--- src/rtl/ddr4_ctrl_pkg.sv ---
// DDR4 controller shared definitions: DFI command encodings and refresh scheduler states.
package ddr4_ctrl_pkg;

    // {CS_n, ACT_n, RAS_n, CAS_n, WE_n}
    localparam logic [4:0] CMD_NOP  = 5'b0_1111;
    localparam logic [4:0] CMD_PREA = 5'b0_1010;
    localparam logic [4:0] CMD_REF  = 5'b0_1001;

    localparam int unsigned A10_BIT = 10;

    typedef enum logic [2:0] {
        IDLE,
        SERVE,
        PREA,
        WAIT_RP,
        REF,
        WAIT_RFC
    } sched_state_e;

    function automatic logic is_ref_state(sched_state_e s);
        return (s == PREA) || (s == WAIT_RP) || (s == REF) || (s == WAIT_RFC);
    endfunction

endpackage

--- src/rtl/ddr4_ref_timer.sv ---
// tREFI interval counter with saturating refresh credit and sticky overflow flag.
module ddr4_ref_timer #(
    parameter int unsigned T_REFI       = 1950,
    parameter int unsigned MAX_POSTPONE = 8,
    parameter int unsigned PEND_W       = $clog2(MAX_POSTPONE + 1)
) (
    input  logic              clk_i,
    input  logic              rst_ni,
    input  logic              enable_i,
    input  logic              dec_i,
    output logic [PEND_W-1:0] pending_o,
    output logic              overflow_o
);

    localparam int unsigned CNT_W = $clog2(T_REFI);
    localparam logic [CNT_W-1:0]  CNT_LAST = CNT_W'(T_REFI - 1);
    localparam logic [PEND_W-1:0] PEND_MAX = PEND_W'(MAX_POSTPONE);

    logic [CNT_W-1:0]  cnt_q, cnt_d;
    logic [PEND_W-1:0] pending_q, pending_d;
    logic              overflow_q, overflow_d;
    logic              tick;

    always_comb begin
        cnt_d      = cnt_q;
        pending_d  = pending_q;
        overflow_d = overflow_q;
        tick       = 1'b0;
        if (!enable_i) begin
            cnt_d     = '0;
            pending_d = '0;
        end else begin
            if (cnt_q == CNT_LAST) begin
                cnt_d = '0;
                tick  = 1'b1;
            end else begin
                cnt_d = cnt_q + 1'b1;
            end
            if (tick && (pending_q == PEND_MAX)) begin
                overflow_d = 1'b1;
            end
            // A tick and a REF in the same cycle cancel out
            if (tick && !dec_i) begin
                if (pending_q != PEND_MAX) begin
                    pending_d = pending_q + 1'b1;
                end
            end else if (!tick && dec_i && (pending_q != '0)) begin
                pending_d = pending_q - 1'b1;
            end
        end
    end

    always_ff @(posedge clk_i or negedge rst_ni) begin
        if (!rst_ni) begin
            cnt_q      <= '0;
            pending_q  <= '0;
            overflow_q <= 1'b0;
        end else begin
            cnt_q      <= cnt_d;
            pending_q  <= pending_d;
            overflow_q <= overflow_d;
        end
    end

    assign pending_o  = pending_q;
    assign overflow_o = overflow_q;

endmodule

--- src/rtl/ddr4_refresh_scheduler.sv ---
// Shares the DFI phase-0 command slot between the user port and all-bank refresh.
// Optional REF statistics counter enabled by defining DDR4_REF_STATS_EN.
module ddr4_refresh_scheduler
    import ddr4_ctrl_pkg::*;
#(
    parameter int unsigned A_WIDTH      = 17,
    parameter int unsigned BA_WIDTH     = 2,
    parameter int unsigned BG_WIDTH     = 2,
    parameter int unsigned T_REFI       = 1950,
    parameter int unsigned T_RP         = 6,
    parameter int unsigned T_RFC        = 88,
    parameter int unsigned T_CMD2PREA   = 8,
    parameter int unsigned MAX_POSTPONE = 8
) (
    input  logic                                   dfi_clk,
    input  logic                                   reset_n,
    input  logic                                   dfi_init_complete,
    input  logic                                   usr_cmd_valid,
    output logic                                   usr_cmd_ready,
    input  logic [4:0]                             usr_cmd,
    input  logic [A_WIDTH-1:0]                     usr_addr,
    input  logic [BG_WIDTH-1:0]                    usr_bg,
    input  logic [BA_WIDTH-1:0]                    usr_ba,
    output logic [4:0]                             dfi_cmd_p0,
    output logic [A_WIDTH-1:0]                     dfi_address_p0,
    output logic [BG_WIDTH-1:0]                    dfi_bg_p0,
    output logic [BA_WIDTH-1:0]                    dfi_bank_p0,
    output logic                                   ref_busy,
    output logic [$clog2(MAX_POSTPONE+1)-1:0]      ref_pending,
    output logic                                   ref_overflow,
    output logic [15:0]                            ref_issued_cnt
);

    localparam int unsigned PEND_W   = $clog2(MAX_POSTPONE + 1);
    localparam int unsigned GAP_W    = $clog2(T_CMD2PREA + 1);
    localparam int unsigned DLY_MAX  = (T_RFC > T_RP) ? T_RFC : T_RP;
    localparam int unsigned DLY_W    = $clog2(DLY_MAX);
    localparam logic [PEND_W-1:0] PEND_MAX = PEND_W'(MAX_POSTPONE);

    sched_state_e          state_q, state_d;
    logic [4:0]            cmd_q, cmd_d;
    logic [A_WIDTH-1:0]    addr_q, addr_d;
    logic [BG_WIDTH-1:0]   bg_q, bg_d;
    logic [BA_WIDTH-1:0]   bank_q, bank_d;
    logic [GAP_W-1:0]      gap_q, gap_d;
    logic [DLY_W-1:0]      dly_q, dly_d;
    logic [PEND_W-1:0]     pending_w;
    logic                  overflow_w;
    logic                  ref_dec;
    logic                  ready_w;

    ddr4_ref_timer #(
        .T_REFI       (T_REFI),
        .MAX_POSTPONE (MAX_POSTPONE),
        .PEND_W       (PEND_W)
    ) u_ref_timer (
        .clk_i      (dfi_clk),
        .rst_ni     (reset_n),
        .enable_i   (dfi_init_complete),
        .dec_i      (ref_dec),
        .pending_o  (pending_w),
        .overflow_o (overflow_w)
    );

    // Commands are launched on the transition into PREA/REF so the registered
    // output shows the command while the FSM sits in that state. Delay loads
    // are therefore two less than the spacing they produce on the bus.
    always_comb begin
        state_d = state_q;
        cmd_d   = CMD_NOP;
        addr_d  = '0;
        bg_d    = '0;
        bank_d  = '0;
        gap_d   = (gap_q != '0) ? gap_q - 1'b1 : gap_q;
        dly_d   = (dly_q != '0) ? dly_q - 1'b1 : dly_q;
        ref_dec = 1'b0;
        ready_w = 1'b0;
        if (!dfi_init_complete) begin
            state_d = IDLE;
            gap_d   = '0;
            dly_d   = '0;
        end else begin
            unique case (state_q)
                IDLE: state_d = SERVE;
                SERVE: begin
                    ready_w = (pending_w < PEND_MAX);
                    if (usr_cmd_valid && ready_w) begin
                        cmd_d  = usr_cmd;
                        addr_d = usr_addr;
                        bg_d   = usr_bg;
                        bank_d = usr_ba;
                        gap_d  = GAP_W'(T_CMD2PREA - 1);
                    end else if ((gap_q == '0) && (pending_w != '0) &&
                                 (!usr_cmd_valid || (pending_w == PEND_MAX))) begin
                        state_d         = PREA;
                        cmd_d           = CMD_PREA;
                        addr_d[A10_BIT] = 1'b1;
                    end
                end
                PREA: begin
                    state_d = WAIT_RP;
                    dly_d   = DLY_W'(T_RP - 2);
                end
                WAIT_RP: begin
                    if (dly_q == '0) begin
                        state_d = REF;
                        cmd_d   = CMD_REF;
                    end
                end
                REF: begin
                    ref_dec = 1'b1;
                    state_d = WAIT_RFC;
                    dly_d   = DLY_W'(T_RFC - 2);
                end
                WAIT_RFC: begin
                    if (dly_q == '0) begin
                        // Banks are still closed, so further credits go straight to REF
                        if ((pending_w != '0) && !usr_cmd_valid) begin
                            state_d = REF;
                            cmd_d   = CMD_REF;
                        end else begin
                            state_d = SERVE;
                        end
                    end
                end
                default: state_d = IDLE;
            endcase
        end
    end

    always_ff @(posedge dfi_clk or negedge reset_n) begin
        if (!reset_n) begin
            state_q <= IDLE;
            cmd_q   <= CMD_NOP;
            addr_q  <= '0;
            bg_q    <= '0;
            bank_q  <= '0;
            gap_q   <= '0;
            dly_q   <= '0;
        end else begin
            state_q <= state_d;
            cmd_q   <= cmd_d;
            addr_q  <= addr_d;
            bg_q    <= bg_d;
            bank_q  <= bank_d;
            gap_q   <= gap_d;
            dly_q   <= dly_d;
        end
    end

`ifdef DDR4_REF_STATS_EN
    logic [15:0] ref_cnt_q;

    always_ff @(posedge dfi_clk or negedge reset_n) begin
        if (!reset_n) begin
            ref_cnt_q <= '0;
        end else if (ref_dec) begin
            ref_cnt_q <= ref_cnt_q + 16'd1;
        end
    end

    assign ref_issued_cnt = ref_cnt_q;
`else
    assign ref_issued_cnt = '0;
`endif

    assign usr_cmd_ready  = ready_w;
    assign dfi_cmd_p0     = cmd_q;
    assign dfi_address_p0 = addr_q;
    assign dfi_bg_p0      = bg_q;
    assign dfi_bank_p0    = bank_q;
    assign ref_busy       = is_ref_state(state_q);
    assign ref_pending    = pending_w;
    assign ref_overflow   = overflow_w;

endmodule
--- config.mk ---
export PLATFORM = sky130hd
export DESIGN_NAME = ddr4_refresh_scheduler
export DESIGN_NICKNAME = d
export VERILOG_FILES = /design/src/rtl/ddr4_ctrl_pkg.sv /design/src/rtl/ddr4_ref_timer.sv /design/src/rtl/ddr4_refresh_scheduler.sv
export SDC_FILE = /design/constraint.sdc
export NUM_CORES = 1
export LEC_CHECK = 0
export BUFFER_PORTS_ARGS = -buffer_cell sky130_fd_sc_hd__buf_2
export CORE_UTILIZATION = 23
export CTS_CLUSTER_SIZE = 16
export DETAILED_ROUTE_END_ITERATION = 8
export SYNTH_ARGS = -nofsm -noshare
export SYNTH_HDL_FRONTEND = slang
export SYNTH_SLANG_ARGS = --single-unit
--- constraint.sdc ---
create_clock -name dfi_clk -period 5.6 [get_ports dfi_clk]
set_input_delay 0.84 -clock dfi_clk [delete_from_list [all_inputs] [get_ports dfi_clk]]
set_output_delay 0.84 -clock dfi_clk [all_outputs]
set_load 0.02 [all_outputs]
## After elaboration in Yosys (flattened, before gate mapping)

Cells that the tools add are included.

- Add/subtract/negate cells: 5
- $mul: 0
- Div/mod/pow operators: 0
- $lt $le $gt $ge: 1
- Equality and inequality tests: 15
- Shift operators: 0
- Muxes and demuxes: 45
- Bitwise gates (word level): 0
- Reductions and logical operators: 24

Operator list:

| cell | number |
|---|---|
| 17-bit two-way mux | 2 |
| 4-bit two-way mux | 8 |
| 3-bit two-way mux | 10 |
| 11-bit two-way mux | 2 |
| 3-bit case mux with 6 select lines | 1 |
| 3-bit inequality test, second input constant | 5 |
| 5-bit case mux with 3 select lines | 1 |
| 7-bit two-way mux | 2 |
| 7-bit case mux with 2 select lines | 1 |
| 2-bit two-way mux | 6 |
| 11-bit by 1-bit adder with 11-bit output, second input constant | 1 |
| 11-bit equality test, second input constant | 1 |
| 10-bit two-way mux | 1 |
| 5-bit two-way mux | 2 |
| 1-bit logical AND | 8 |
| 1-bit two-way mux | 8 |
| 4-bit nonzero test | 2 |
| 4-bit by 1-bit subtractor with 4-bit output, second input constant | 2 |
| 7-bit zero test | 1 |
| 7-bit nonzero test | 1 |
| 7-bit by 1-bit subtractor with 7-bit output, second input constant | 1 |
| 3-bit by 2-bit equality test with 1-bit output, second input constant | 2 |
| 3-bit equality test, second input constant | 2 |
| 6-bit two-way mux | 1 |
| 13 further kinds | 19 |

- Bits in registers: 56
- Bits in latches: 0
- Memory bits (writable): 0
- Memory bits (read-only): 0
- Output and inout port bits: 49
- Memories kept: 0

## Longest topological paths before layout

Gate-level depths: netlist of the first run.

- Word-level depth: 9
- Gate-level depth with buffers: 10

## By module

From an unflattened synthesis of the first run, not the netlist that was laid out.

- Cells, all modules: 272
- Area, all modules: 2813.9 um^2

By module, submodules not included:

| module | instances | cells each | area each (um^2) | sequential area each (um^2) |
|---|---|---|---|---|
| ddr4_refresh_scheduler | 1 | 186 | 1945.6 | 1006.0 |
| ddr4_ref_timer | 1 | 86 | 868.3 | 400.4 |

## Worst setup path before layout of the first run

No wires, ideal clock.

- Path kind: register -> register
- Start: register u_ref_timer.cnt_q[1]
- End: register u_ref_timer.pending_q[3] (netlist: u_ref_timer.pending_o[3])
- Arrival time: 2241 ps
- Data required time: 5478 ps
- Slack: 3237 ps
- Stages on the path, launching flop included: 11
- Cells stage by stage: dfrtp_1 > inv_1 > ha_1 > and4bb_2 > nand3_1 > a21o_1 > ha_1 > a21o_1 > a21oi_1 > or4b_1 > o2111a_1

- Cells in the longest elaborated chain, start to end: 8

Ends and longest elaborated chain:

| element | line | RTL |
|---|---|---|
| start: declaration | ddr4_ref_timer.sv:19 | `logic [CNT_W-1:0] cnt_q, cnt_d;` |
| start signal: assignment | ddr4_ref_timer.sv:59 | `cnt_q <= cnt_d;` |
| 11-bit equality test (*) | ddr4_ref_timer.sv:33 | `if (cnt_q == CNT_LAST) begin` |
| 1-bit two-way mux (*) | ddr4_ref_timer.sv:33 |  |
| 1-bit two-way mux (*) | ddr4_ref_timer.sv:29 | `if (!enable_i) begin` |
| 1-bit zero test | ddr4_ref_timer.sv:47 | `end else if (!tick && dec_i && (pending_q != '0)) begin` |
| 1-bit logical AND (2 in series) | ddr4_ref_timer.sv:47 |  |
| 3-bit by 1-bit inequality test with 1-bit output (no line) | -- |  |
| 2-bit AND reduction (no line) | -- |  |
| end signal: assignment | ddr4_ref_timer.sv:60 | `pending_q <= pending_d;` |
| end: declaration | ddr4_ref_timer.sv:20 | `logic [PEND_W-1:0] pending_q, pending_d;` |

Mark *: on every way between the ends. The rest lies on a longest branch, timed or not. The select of a mux whose other input is x is not followed.
A chain may end at the register's enable or synchronous reset.

## Final worst setup path of the first run

Ends and elaborated chain as after synthesis.

==> results of run 1 <==
## worst reg2reg max path, delay by kind of cell (launching register included)
kind	cells	cell delay, ns
and+or+nand+nor	3	0.93
AOI/OAI and AO/OA	4	0.58
DFF	1	0.43
adders and majority gates	2	0.40
buffers and inverters	1	0.08
## through the flow
| step | area [um^2] | total power [mW] |
|---|---|---|
| floorplan | 2979 | 0.7814 |
| finish | 3542 | 1.251 |
| global placement | 3353 | 0.8516 |
| CTS | 3542 | 1.271 |
| detailed placement | 3353 | 0.8612 |
| global route | 3542 | 1.330 |
## layout make-up
class | instances | area share [%]
Multi-Input combinational cell | 204 | 38.68
Inverter | 13 | 1.378
Tap cell | 168 | 5.934
Clock inverter | 2 | 1.696
Timing Repair Buffer | 63 | 8.972
Clock buffer | 6 | 3.638
Sequential cell | 56 | 39.70
## cell usage after synthesis (3+ instances only)
library cell   n  area share, %
nor2_1        24            3.1
inv_1         13            1.7
nand2_1       13            1.7
o21a_1         5            1.3
mux2i_1        4            1.4
nor4_1         3           0.64
nor3b_1        4            1.0
nand2b_1       6            1.3
a31oi_1        3           0.64
nor3_1         6            1.0
dfrtp_1       52             45
ha_1           8            3.4
a21oi_1        8            1.4
nand3_1       10            1.7
buf_4         16            4.1
and2_1        22            4.7
o21ai_0       11            1.9
dfstp_2        4            3.6
nand4_1        4           0.86
buf_2          4           0.68
xnor2_1        8            2.4
xor2_1         9            2.7
clkbuf_1       6           0.77
## worst max-delay path by stage
| stage | from | to |
|---|---|---|
| floorplan | u_ref_timer.cnt_q[1] | u_ref_timer.pending_o[3] |
| global placement | dfi_init_complete | dfi_address_p0[4] |
| detailed placement | dfi_init_complete | dfi_address_p0[7] |
| CTS | u_ref_timer.cnt_q[1] | u_ref_timer.pending_o[3] |
| global route | state_q[1] | usr_cmd_ready |
| finish | u_ref_timer.cnt_q[1] | u_ref_timer.pending_o[3] |
## layer usage
layer	up-vias	GRT usage, %	routed length (um)
met4	0	2.597	57
met3	5	2.583	271
met1	1033	12.07	2794
met5	-	0	0
li1	1061	-	-
met2	51	17.45	3131
## logic make-up after synthesis
family	share of synthesized area (%)
DFF	48.12
and+or+nand+nor	22.86
xor gates and xnor gates	5.094
other	0.1283
muxes	2.226
AOI/OAI and AO/OA	10.23
adders and majority gates	4.110
buffers and inverters	7.235
## sequential cells by signal, summed over array words and instances (netlist names)
signal                  flops
u_ref_timer.overflow_o      1
state_q                     3
dfi_bg_p0                   2
dly_q                       7
u_ref_timer.cnt_q          11
dfi_cmd_p0                  5
u_ref_timer.pending_o       4
gap_q                       4
dfi_address_p0             17
dfi_bank_p0                 2
## power by group through the flow
stage	Combinational (mW)	Clock [mW]	Sequential (mW)
finish	0.352	0.398	0.501
global route	0.394	0.428	0.508
CTS	0.356	0.414	0.501
detailed placement	0.354	0	0.507
global placement	0.346	0	0.506
floorplan	0.278	0	0.504
==> summary.txt, run 1 <==
Run status
  • Status: finished, final reports clean

Drt
  • 1st-pass router iterations: 4
  • Via density: 4.199
  • DRC: 0
  • Detailed Route Iter0 Violations: 113
  • Post-route ant nets: 0
  • DRT Wirelength: 6255 um
  • Vias post-DR: 2,150
  • Drt wl/cell: 12.22 um

Power
  • Max VDD drop: 0.1224 mV
  • Sw Share: 31.51%
  • Comb pwr share: 28.1%
  • Internal power: 856.5 uW
  • Pwr dens: 353.0 nW/um^2
  • Sequential share of power: 40.0%
  • Static leakage: 1.715 nW
  • Clk pwr share: 31.8%
  • Net switching power: 394.1 uW

Placed design
  • I/O Buffers: 62
  • Place WS: 2.991 ns
  • Placed cells: 504
  • Placer Congestion: 0.8099
  • Placed wire-length estimate: 4531 um

Critical path
  • CP max stage delay: 0.51 ns
  • R2r worst-path depth: 10
  • Worst endpoint data arrival time: 2.70 ns
  • Worst path buffer plus inverter count: 1
  • R2r endpoint: u_ref_timer.pending_o[3]
  • CP cell instances: inv_1, ha_1, and4bb_2, nand3_1, a21o_1, ha_1, a21o_1, a21oi_1, or4b_1, o2111a_1
  • Critical-path top delay cell: or4b_1
  • R2r startpoint: u_ref_timer.cnt_q[1]
  • CP startpoint kind: flop
  • Worst path depth: 10
  • Req. time, crit path: 5.78 ns
  • Kind of critical path: reg -> reg
  • Critical path peak fanout: 5
  • Critical Path End Type: flop
  • Cell family with the largest share of critical-path delay: simple AND/OR/NAND/NOR gates
  • R2R Setup Slk: 3.08 ns

Timing
  • Crit share post-route: 45.07%
  • Final worst slack: 3.076 ns
  • RSZ-0062 raised after global routing: no
  • Max Clock Skew: 0.005804 ns
  • Minimum clock period: 2.524 ns
  • Final hold violations: 0
  • Final setup vio count: 0
  • Worst slew pin tran: 0.8291 ns
  • Max-slew headroom: 44.31%
  • Max Fclk: 0.3962 GHz
  • Max-slew violations: 0
  • Worst hold margin: 0.5021 ns
  • Setup_tns: 0 ns

Yosys
  • Synth Warn #: 0
  • Post-synth ARST share: 100.0%
  • Main flop type after synthesis: dfrtp_1
  • Area of the mapped netlist: 2923 um^2
  • Distinct cells, synth: 53
  • Post-synth EDFFs: 0
  • Cells after Synth: 284
  • Flops & latches, synth: 56
  • Mean area per synthesized cell: 10.29 um^2
  • Post-synthesis sequential area ratio: 48.12%

Floorplan
  • Initial core utilization: 23.93%
  • Die H: 114.7 um
  • Core ar.: 12,210 um^2
  • Die area: 13,160 um^2
  • I/O pins: 79
  • # rows: 40
  • Die W: 114.7 um

Global route
  • Overall Global Routing Usage: 9.932%
  • Largest net degree at the start of global routing: 57
  • First-pass GRT wire length: 10,360 um
  • Total global routing overflow: 0
  • Vias in the first global route: 2,145
  • Initial antenna violation count: 0

Clocking
  • Post_cts resized: 0
  • CTS Sinks: 56
  • CTS clk-pin slew, worst paths: 0.07 ns
  • Maximum clock path buffer count: 2
  • Post-CTS Setup Inserts: 0
  • Clk root buf: clkbuf_16
  • Worst-Skew Late Latency: 0.29 ns
  • H-tree levels: 2
  • Hold_buf cts: 0
  • CTS Buf Count: 5
  • CTS tree: yes

Finish
  • Layout Cells excl Fill: 512
  • Commonest non-fill, non-tap cells in the layout: buf_2 (62), dfrtp_1 (52), nor2_1 (24)
  • Fraction of layout cells with a size suffix above 1: 24.71%
  • Ant. Diodes: 0
  • Post-layout util: 29.01%
  • Fillers: 1,299
  • Reg area: 1406 um^2
  • Multi-input logic area: 1370 um^2
  • Area Growth Syn to Fin: 21.19%
  • # nets final: 382
  • Commonest non-fill, non-tap cell in the layout: buf_2

Worst hold path
  • Hold Startpoint: u_ref_timer.overflow_o
  • Hold/Removal Path Class: reg -> reg
  • Hold worst-path end: u_ref_timer.overflow_o
  • WHS Path Cells: 1

Run
  • Max cap viols: 0
(Power assumes the default switching activity.)
==> inputs of run 2 (changes only) <==
==> constraint.sdc (replaced) <==
create_clock -name dfi_clk -period 2.5 [get_ports dfi_clk]
set_input_delay 0.375 -clock dfi_clk [delete_from_list [all_inputs] [get_ports dfi_clk]]
set_output_delay 0.375 -clock dfi_clk [all_outputs]
set_load 0.02 [all_outputs]
==> summary.txt, run 2 (synthesized netlist as in run 1, its figures left out) <==
Critical path
  • Critical Path End Type: flop
  • Req. time, crit path: 2.68 ns (-3.10 ns)
  • Critical Path Source: u_ref_timer.cnt_q[1]
  • R2r worst-path depth: 10 (unchanged)
  • R2r endpoint: u_ref_timer.pending_o[3]
  • CP startpoint kind: flop
  • Kind of critical path: reg -> reg
  • Critical path endpoint: u_ref_timer.pending_o[3]
  • Worst endpoint data arrival time: 2.55 ns (-0.15 ns)
  • R2R Setup Slk: 0.14 ns (-2.94 ns)
  • R2r startpoint: u_ref_timer.cnt_q[1]
  • Critical path peak fanout: 3 (-2)

Clocking
  • Hold_buf cts: 0 (unchanged)
  • Worst-Skew Late Latency: 0.29 ns (about the same)
  • Maximum clock path buffer count: 2 (unchanged)
  • CTS clk-pin slew, worst paths: 0.07 ns (about the same)
  • Clk root buf: clkbuf_16
  • CTS tree: yes
  • H-tree levels: 2 (unchanged)
  • CTS Sinks: 56 (unchanged)
  • CTS Buf Count: 5 (unchanged)

Floorplan
  • I/O pins: 79 (unchanged)
  • Core ar.: 12,210 um^2 (unchanged)
  • Die W: 114.7 um (unchanged)
  • Initial core utilization: 23.93% (unchanged)
  • Die area: 13,160 um^2 (unchanged)
  • # rows: 40 (unchanged)
  • Die H: 114.7 um (unchanged)

Timing
  • Max-slew violations: 0 (unchanged)
  • Max Fclk: 0.4231 GHz (+6.8%)
  • Final setup vio count: 0 (unchanged)
  • Max-slew headroom: 51.48% (+7.2 points)
  • Minimum clock period: 2.363 ns (-0.1604 ns)
  • Worst hold margin: 0.1327 ns (-0.3695 ns)
  • Max Clock Skew: 0.005675 ns (-0.0001293 ns)
  • Crit share post-route: 94.54% (+49 points)
  • Setup_tns: 0 ns (unchanged)
  • Worst slew pin tran: 0.7278 ns (-0.1013 ns)
  • Final hold violations: 0 (unchanged)
  • RSZ-0062 raised after global routing: no

Global route
  • Vias in the first global route: 2,161 (+0.75%)
  • First-pass GRT wire length: 10,670 um (+3.1%)
  • Initial antenna violation count: 0 (unchanged)
  • Total global routing overflow: 0 (unchanged)
  • Largest net degree at the start of global routing: 34 (-40%)
  • Overall Global Routing Usage: 10.38% (+0.45 points)

Run
  • Max cap viols: 0 (unchanged)

Drt
  • Drt wl/cell: 12.41 um (+1.6%)
  • Post-route ant nets: 0 (unchanged)
  • DRC: 0 (unchanged)
  • DRT Wirelength: 6452 um (+3.1%)
  • Via density: 4.242 (+1.0%)
  • Detailed Route Iter0 Violations: 89 (-21%)
  • 1st-pass router iterations: 4 (unchanged)
  • Vias post-DR: 2,206 (+2.6%)

Finish
  • Commonest non-fill, non-tap cell in the layout: buf_2
  • # nets final: 390 (+2.1%)
  • Layout Cells excl Fill: 520 (+1.6%)
  • Number of flip-flops in the largest register: 17 (unchanged)
  • Fraction of layout cells with a size suffix above 1: 27.56% (+2.8 points)
  • Area Growth Syn to Fin: 22.86%
  • Commonest non-fill, non-tap cells in the layout: buf_2 (62), dfrtp_1 (51), nor2_1 (24)
  • Final Cell Area: 3591 um^2 (+1.4%)
  • Ant. Diodes: 0 (unchanged)

Run status
  • Status: finished, final reports clean

Placed design
  • I/O Buffers: 62 (unchanged)
  • Placed Instance Area: 3398 um^2 (+1.3%)
  • Placed cells: 510 (+1.2%)
  • Placed wire-length estimate: 4896 um (+8.1%)
  • Placer Congestion: 0.8190 (+1.1%)

Power
  • Static leakage: 1.744 nW (+1.7%)
  • Max VDD drop: 0.2636 mV (+120%)
  • Pwr dens: 758.6 nW/um^2 (+110%)

Worst hold path
  • Hold/Removal Path Class: in -> async
[run 2: worst min path at each step]
stage,startpoint,end,slack [ns],cells after the start
floorplan,reset_n,dfi_address_p0[0],0.08,0
detailed placement,reset_n,dfi_address_p0[7],0.48,1
global placement,reset_n,dfi_address_p0[7],0.48,1
CTS,reset_n,dfi_address_p0[7],0.17,1
finish,reset_n,dfi_address_p0[5],0.13,1
global route,reset_n,dfi_address_p0[0],0.20,1
[run 2: cell type report]
type | count | area [um^2]
clock buffer | 5 | 125.1
inverter | 13 | 48.80
tap | 168 | 210.2
timing repair buffer | 71 | 377.9
fill | 1329 | 8621
clock inverter | 3 | 42.54
sequential | 56 | 1408
multi-input combinational | 204 | 1379
[run 2: per-stage QoR]
step	worst slack (ns)	total power [mW]	util, %
CTS	0.04611	2.752	29.20
global route	0.009466	2.910	29.41
detailed placement	0.06127	1.947	27.83
floorplan	0.1372	1.750	-
global placement	0.1415	1.922	27.83
finish	0.1365	2.724	29.41
[run 2: per-layer routing]
layer	up-vias	GRT usage [%]	wire [um]
met5	-	0	0
met4	0	2.424	51
met3	6	2.688	239
met2	47	17.74	3324
met1	1081	13.15	2837
li1	1072	-	-
[run 2: critical path, cell delays in order, from the launching register on]
cell and delay, ns:
dfrtp_1 0.39, inv_1 0.06, ha_1 0.12, and4bb_2 0.26
nand3_2 0.09, a21o_1 0.20, ha_1 0.28, a21o_1 0.14
a21oi_2 0.08, or4b_1 0.50, o2111a_1 0.13
[run 2: timing repair]
action / 4_1_cts / 5_1_grt
resized for setup: 0 / 3
buffers inserted: 0 / 2
setup endpoints to repair: 0 / 1
[run 2: power by group]
group | switching [mW] | total (mW) | internal (mW) | leakage [nW]
Combinational | 0.487 | 0.833 | 0.347 | 0.914
Sequential | 0.0828 | 1.10 | 1.01 | 0.750
Clock | 0.323 | 0.794 | 0.471 | 0.0798
==> inputs of run 3 (changes only) <==
--- a/config.mk
+++ b/config.mk
@@ -5,6 +5,7 @@
 export SDC_FILE = /design/constraint.sdc
 export NUM_CORES = 1
 export LEC_CHECK = 0
+export ABC_AREA = 1
 export BUFFER_PORTS_ARGS = -buffer_cell sky130_fd_sc_hd__buf_2
 export CORE_UTILIZATION = 23
 export CTS_CLUSTER_SIZE = 16
==> summary.txt, run 3 <==
Timing
  • Max Fclk: 0.5092 GHz (+20%)
  • Max-slew violations: 0 (unchanged)
  • Crit share post-route: 78.56% (-16 points)
  • Final hold violations: 0 (unchanged)
  • Minimum clock period: 1.964 ns (-0.3996 ns)
  • Max Clock Skew: 0.007433 ns (+0.001758 ns)
  • Setup_tns: 0 ns (unchanged)
  • RSZ-0062 raised after global routing: no
  • Final worst slack: 0.5361 ns (+0.3996 ns)
  • Final setup vio count: 0 (unchanged)

Drt
  • Drt wl/cell: 10.52 um (-15%)
  • 1st-pass router iterations: 4 (unchanged)
  • DRT Wirelength: 6050 um (-6.2%)
  • Vias post-DR: 2,293 (+3.9%)
  • Via density: 3.988 (-6.0%)
  • Detailed Route Iter0 Violations: 68 (-24%)
  • Post-route ant nets: 0 (unchanged)
  • DRC: 0 (unchanged)

Placed design
  • I/O Buffers: 62 (unchanged)
  • Place WS: 0.5552 ns (+0.4939 ns)
  • Placed wire-length estimate: 4577 um (-6.5%)
  • Placer Congestion: 0.8175 (-0.18%)

Yosys
  • Most frequent cells after synthesis: inv_1 (54), dfrtp_1 (52), nand2_1 (50)
  • Flops & latches, synth: 56 (unchanged)
  • Count leader, synth: inv_1
  • Mean area per synthesized cell: 8.447 um^2 (-18%)
  • Cells after Synth: 337 (+19%)
  • Top cells by area, synth: dfrtp_1 (46%), inv_1 (7.1%), nand2_1 (6.6%)
  • Synth Warn #: 0 (unchanged)
  • Distinct cells, synth: 33 (-38%)
  • Dominant cell type by area after synthesis: dfrtp_1
  • Post-synthesis sequential area ratio: 49.41% (+1.3 points)
  • Main flop type after synthesis: dfrtp_1
  • Post-synth ARST share: 100.0% (unchanged)
  • Top-area cell type share of the netlist area: 45.71% (+1.2 points)
  • Area of the mapped netlist: 2846 um^2 (-2.6%)
  • Post-synth EDFFs: 0 (unchanged)

Finish
  • # nets final: 445 (+14%)
  • Multi-input logic area: 1132 um^2 (-18%)
  • Number of flip-flops in the largest register: 17 (unchanged)
  • Commonest non-fill, non-tap cell in the layout: buf_2
  • Reg area: 1406 um^2 (about the same)
  • Fraction of layout cells with a size suffix above 1: 24.82% (-2.7 points)
  • Area Growth Syn to Fin: 22.59%
  • Fillers: 1,298 (-2.3%)
  • Ant. Diodes: 0 (unchanged)
  • Commonest non-fill, non-tap cells in the layout: buf_2 (62), inv_1 (54), dfrtp_1 (52)

Critical path
  • Critical Path End Type: flop
  • Most used cell, CP: nand2_1
  • Critical-path top delay cell: dfrtp_1
  • Kind of critical path: reg -> reg
  • CP startpoint kind: flop
  • Critical path peak fanout: 6 (+3)
  • CP max stage delay: 0.46 ns (-0.04 ns)
  • R2r worst-path depth: 14 (+4)
  • R2r endpoint: u_ref_timer.pending_o[3]
  • R2r startpoint: u_ref_timer.cnt_q[0]
  • R2R Setup Slk: 0.54 ns (+0.40 ns)
  • Worst endpoint data arrival time: 2.17 ns (-0.38 ns)
  • CP cell instances: ha_1, nand2_1, nor2_1, nand3_1, ha_1, nand3_1, nand3_1, nand2_1, nand2_1, inv_1, nand2_1, nand2_1, nand3_1, nand2_1
  • Req. time, crit path: 2.70 ns (+0.02 ns)

Power
  • Max VDD drop: 0.5046 mV (+91%)
  • Comb pwr share: 35.8% (+5.2 points)
  • Internal power: 1.948 mW (+6.4%)
  • Net switching power: 1.233 mW (+38%)
  • Pwr dens: 911.7 nW/um^2 (+20%)
  • Clk pwr share: 26.2% (-2.9 points)
  • Sw Share: 38.75% (+6.0 points)
  • Static leakage: 1.873 nW (+7.4%)
  • Sequential share of power: 38.1% (-2.2 points)

Clocking
  • H-tree levels: 2 (unchanged)
  • Post-CTS Setup Inserts: 0 (unchanged)
  • Hold_buf cts: 0 (unchanged)
  • Post_cts resized: 0 (unchanged)
  • CTS tree: yes
  • Maximum clock path buffer count: 2 (unchanged)
  • CTS clk-pin slew, worst paths: 0.08 ns (about the same)
  • Worst-Skew Late Latency: 0.30 ns (about the same)
  • CTS Sinks: 56 (unchanged)
  • CTS Buf Count: 5 (unchanged)
  • Clk root buf: clkbuf_16

Run
  • Max cap viols: 0 (unchanged)

Floorplan
  • I/O pins: 79 (unchanged)
  • Initial core utilization: 23.60% (-0.33 points)
  • Die H: 113.2 um (-1.3%)
  • Core ar.: 12,060 um^2 (-1.2%)
  • # rows: 40 (unchanged)
  • Die area: 12,820 um^2 (-2.6%)
  • Die W: 113.2 um (-1.3%)

Worst hold path
  • Hold/Removal Path Class: in -> async

Global route
  • Largest net degree at the start of global routing: 22 (-35%)
  • First-pass GRT wire length: 9922 um (-7.0%)
  • Vias in the first global route: 2,154 (-0.32%)
  • Overall Global Routing Usage: 9.893% (-0.49 points)
  • Initial antenna violation count: 0 (unchanged)
  • Total global routing overflow: 0 (unchanged)

Run status
  • Status: finished, final reports clean
-- run 3: cell types whose count changed in the layout (fill, tap and decap cells not counted), moves of 6 or more --
| cell | change |
|---|---|
| nor2_1 | +25 |
| inv_2 | +7 |
| xor2_1 | -6 |
| inv_1 | +41 |
| and2_1 | -22 |
| nand2_1 | +37 |
| nand3_1 | +13 |
| nand2b_1 | -6 |
-- run 3: logic make-up after synthesis --
family	synth area share [%]
AO/OA/AOI/OAI	6.638
XOR/XNOR	2.462
adder cells (fa/ha/maj)	4.220
other	0.1317
flip-flops	49.41
buffers and inverters	12.79
AND/OR/NAND/NOR	24.35
-- run 3: final cells by class --
cell class / count / area share [%]
tap: 168 / 6.024
clock inverter: 3 / 1.327
inverter: 61 / 6.561
timing repair buffer: 66 / 9.753
sequential: 56 / 40.30
multi-input combinational: 216 / 32.45
clock buffer: 5 / 3.586
-- run 3: per-layer routing --
metal	up-vias	track usage, %	routed length (um)
li1	1148	-	-
met1	1068	11.86	2805
met2	71	16.48	2789
met3	6	4.071	402
met4	0	2.368	52
met5	-	0	0
-- run 3: worst max path at each step --
stage	startpoint	to	slack (ns)	cells past startpoint
floorplan	u_ref_timer.cnt_q[1]	u_ref_timer.pending_o[3]	0.75	15
global placement	u_ref_timer.cnt_q[0]	u_ref_timer.pending_o[3]	0.65	14
detailed placement	u_ref_timer.cnt_q[0]	u_ref_timer.pending_o[3]	0.56	14
CTS	u_ref_timer.cnt_q[0]	u_ref_timer.pending_o[3]	0.54	14
global route	u_ref_timer.cnt_q[1]	u_ref_timer.pending_o[3]	0.30	15
finish	u_ref_timer.cnt_q[0]	u_ref_timer.pending_o[3]	0.54	14
-- run 3: worst max-delay path, delay by kind of cell, from the launching register on --
kind,cells,cell delay [ns]
flops,1,0.46
fa+ha+maj,2,0.53
buf+inv,1,0.04
simple gates,11,0.83
-- run 3: power groups by stage --
stage | Combinational (mW) | Clock, mW | Sequential [mW]
3_5_place_dp | 1.14 | 0 | 1.23
2_1_floorplan | 0.784 | 0 | 1.29
5_1_grt | 1.31 | 0.902 | 1.23
3_3_place_gp | 1.13 | 0 | 1.22
6_report | 1.14 | 0.832 | 1.21
4_1_cts | 1.15 | 0.861 | 1.21
-- run 3: per-stage QoR --
stage	std cells	utilization, %	power (mW)	area, um^2	hold slack, ns
floorplan	352	-	2.072	2903	0.07941
global placement	567	27.51	2.348	3318	0.3725
detailed placement	567	27.51	2.367	3318	0.3680
CTS	575	28.93	3.225	3490	0.03683
global route	575	28.93	3.445	3490	0.05270
finish	575	28.93	3.181	3490	0.01956
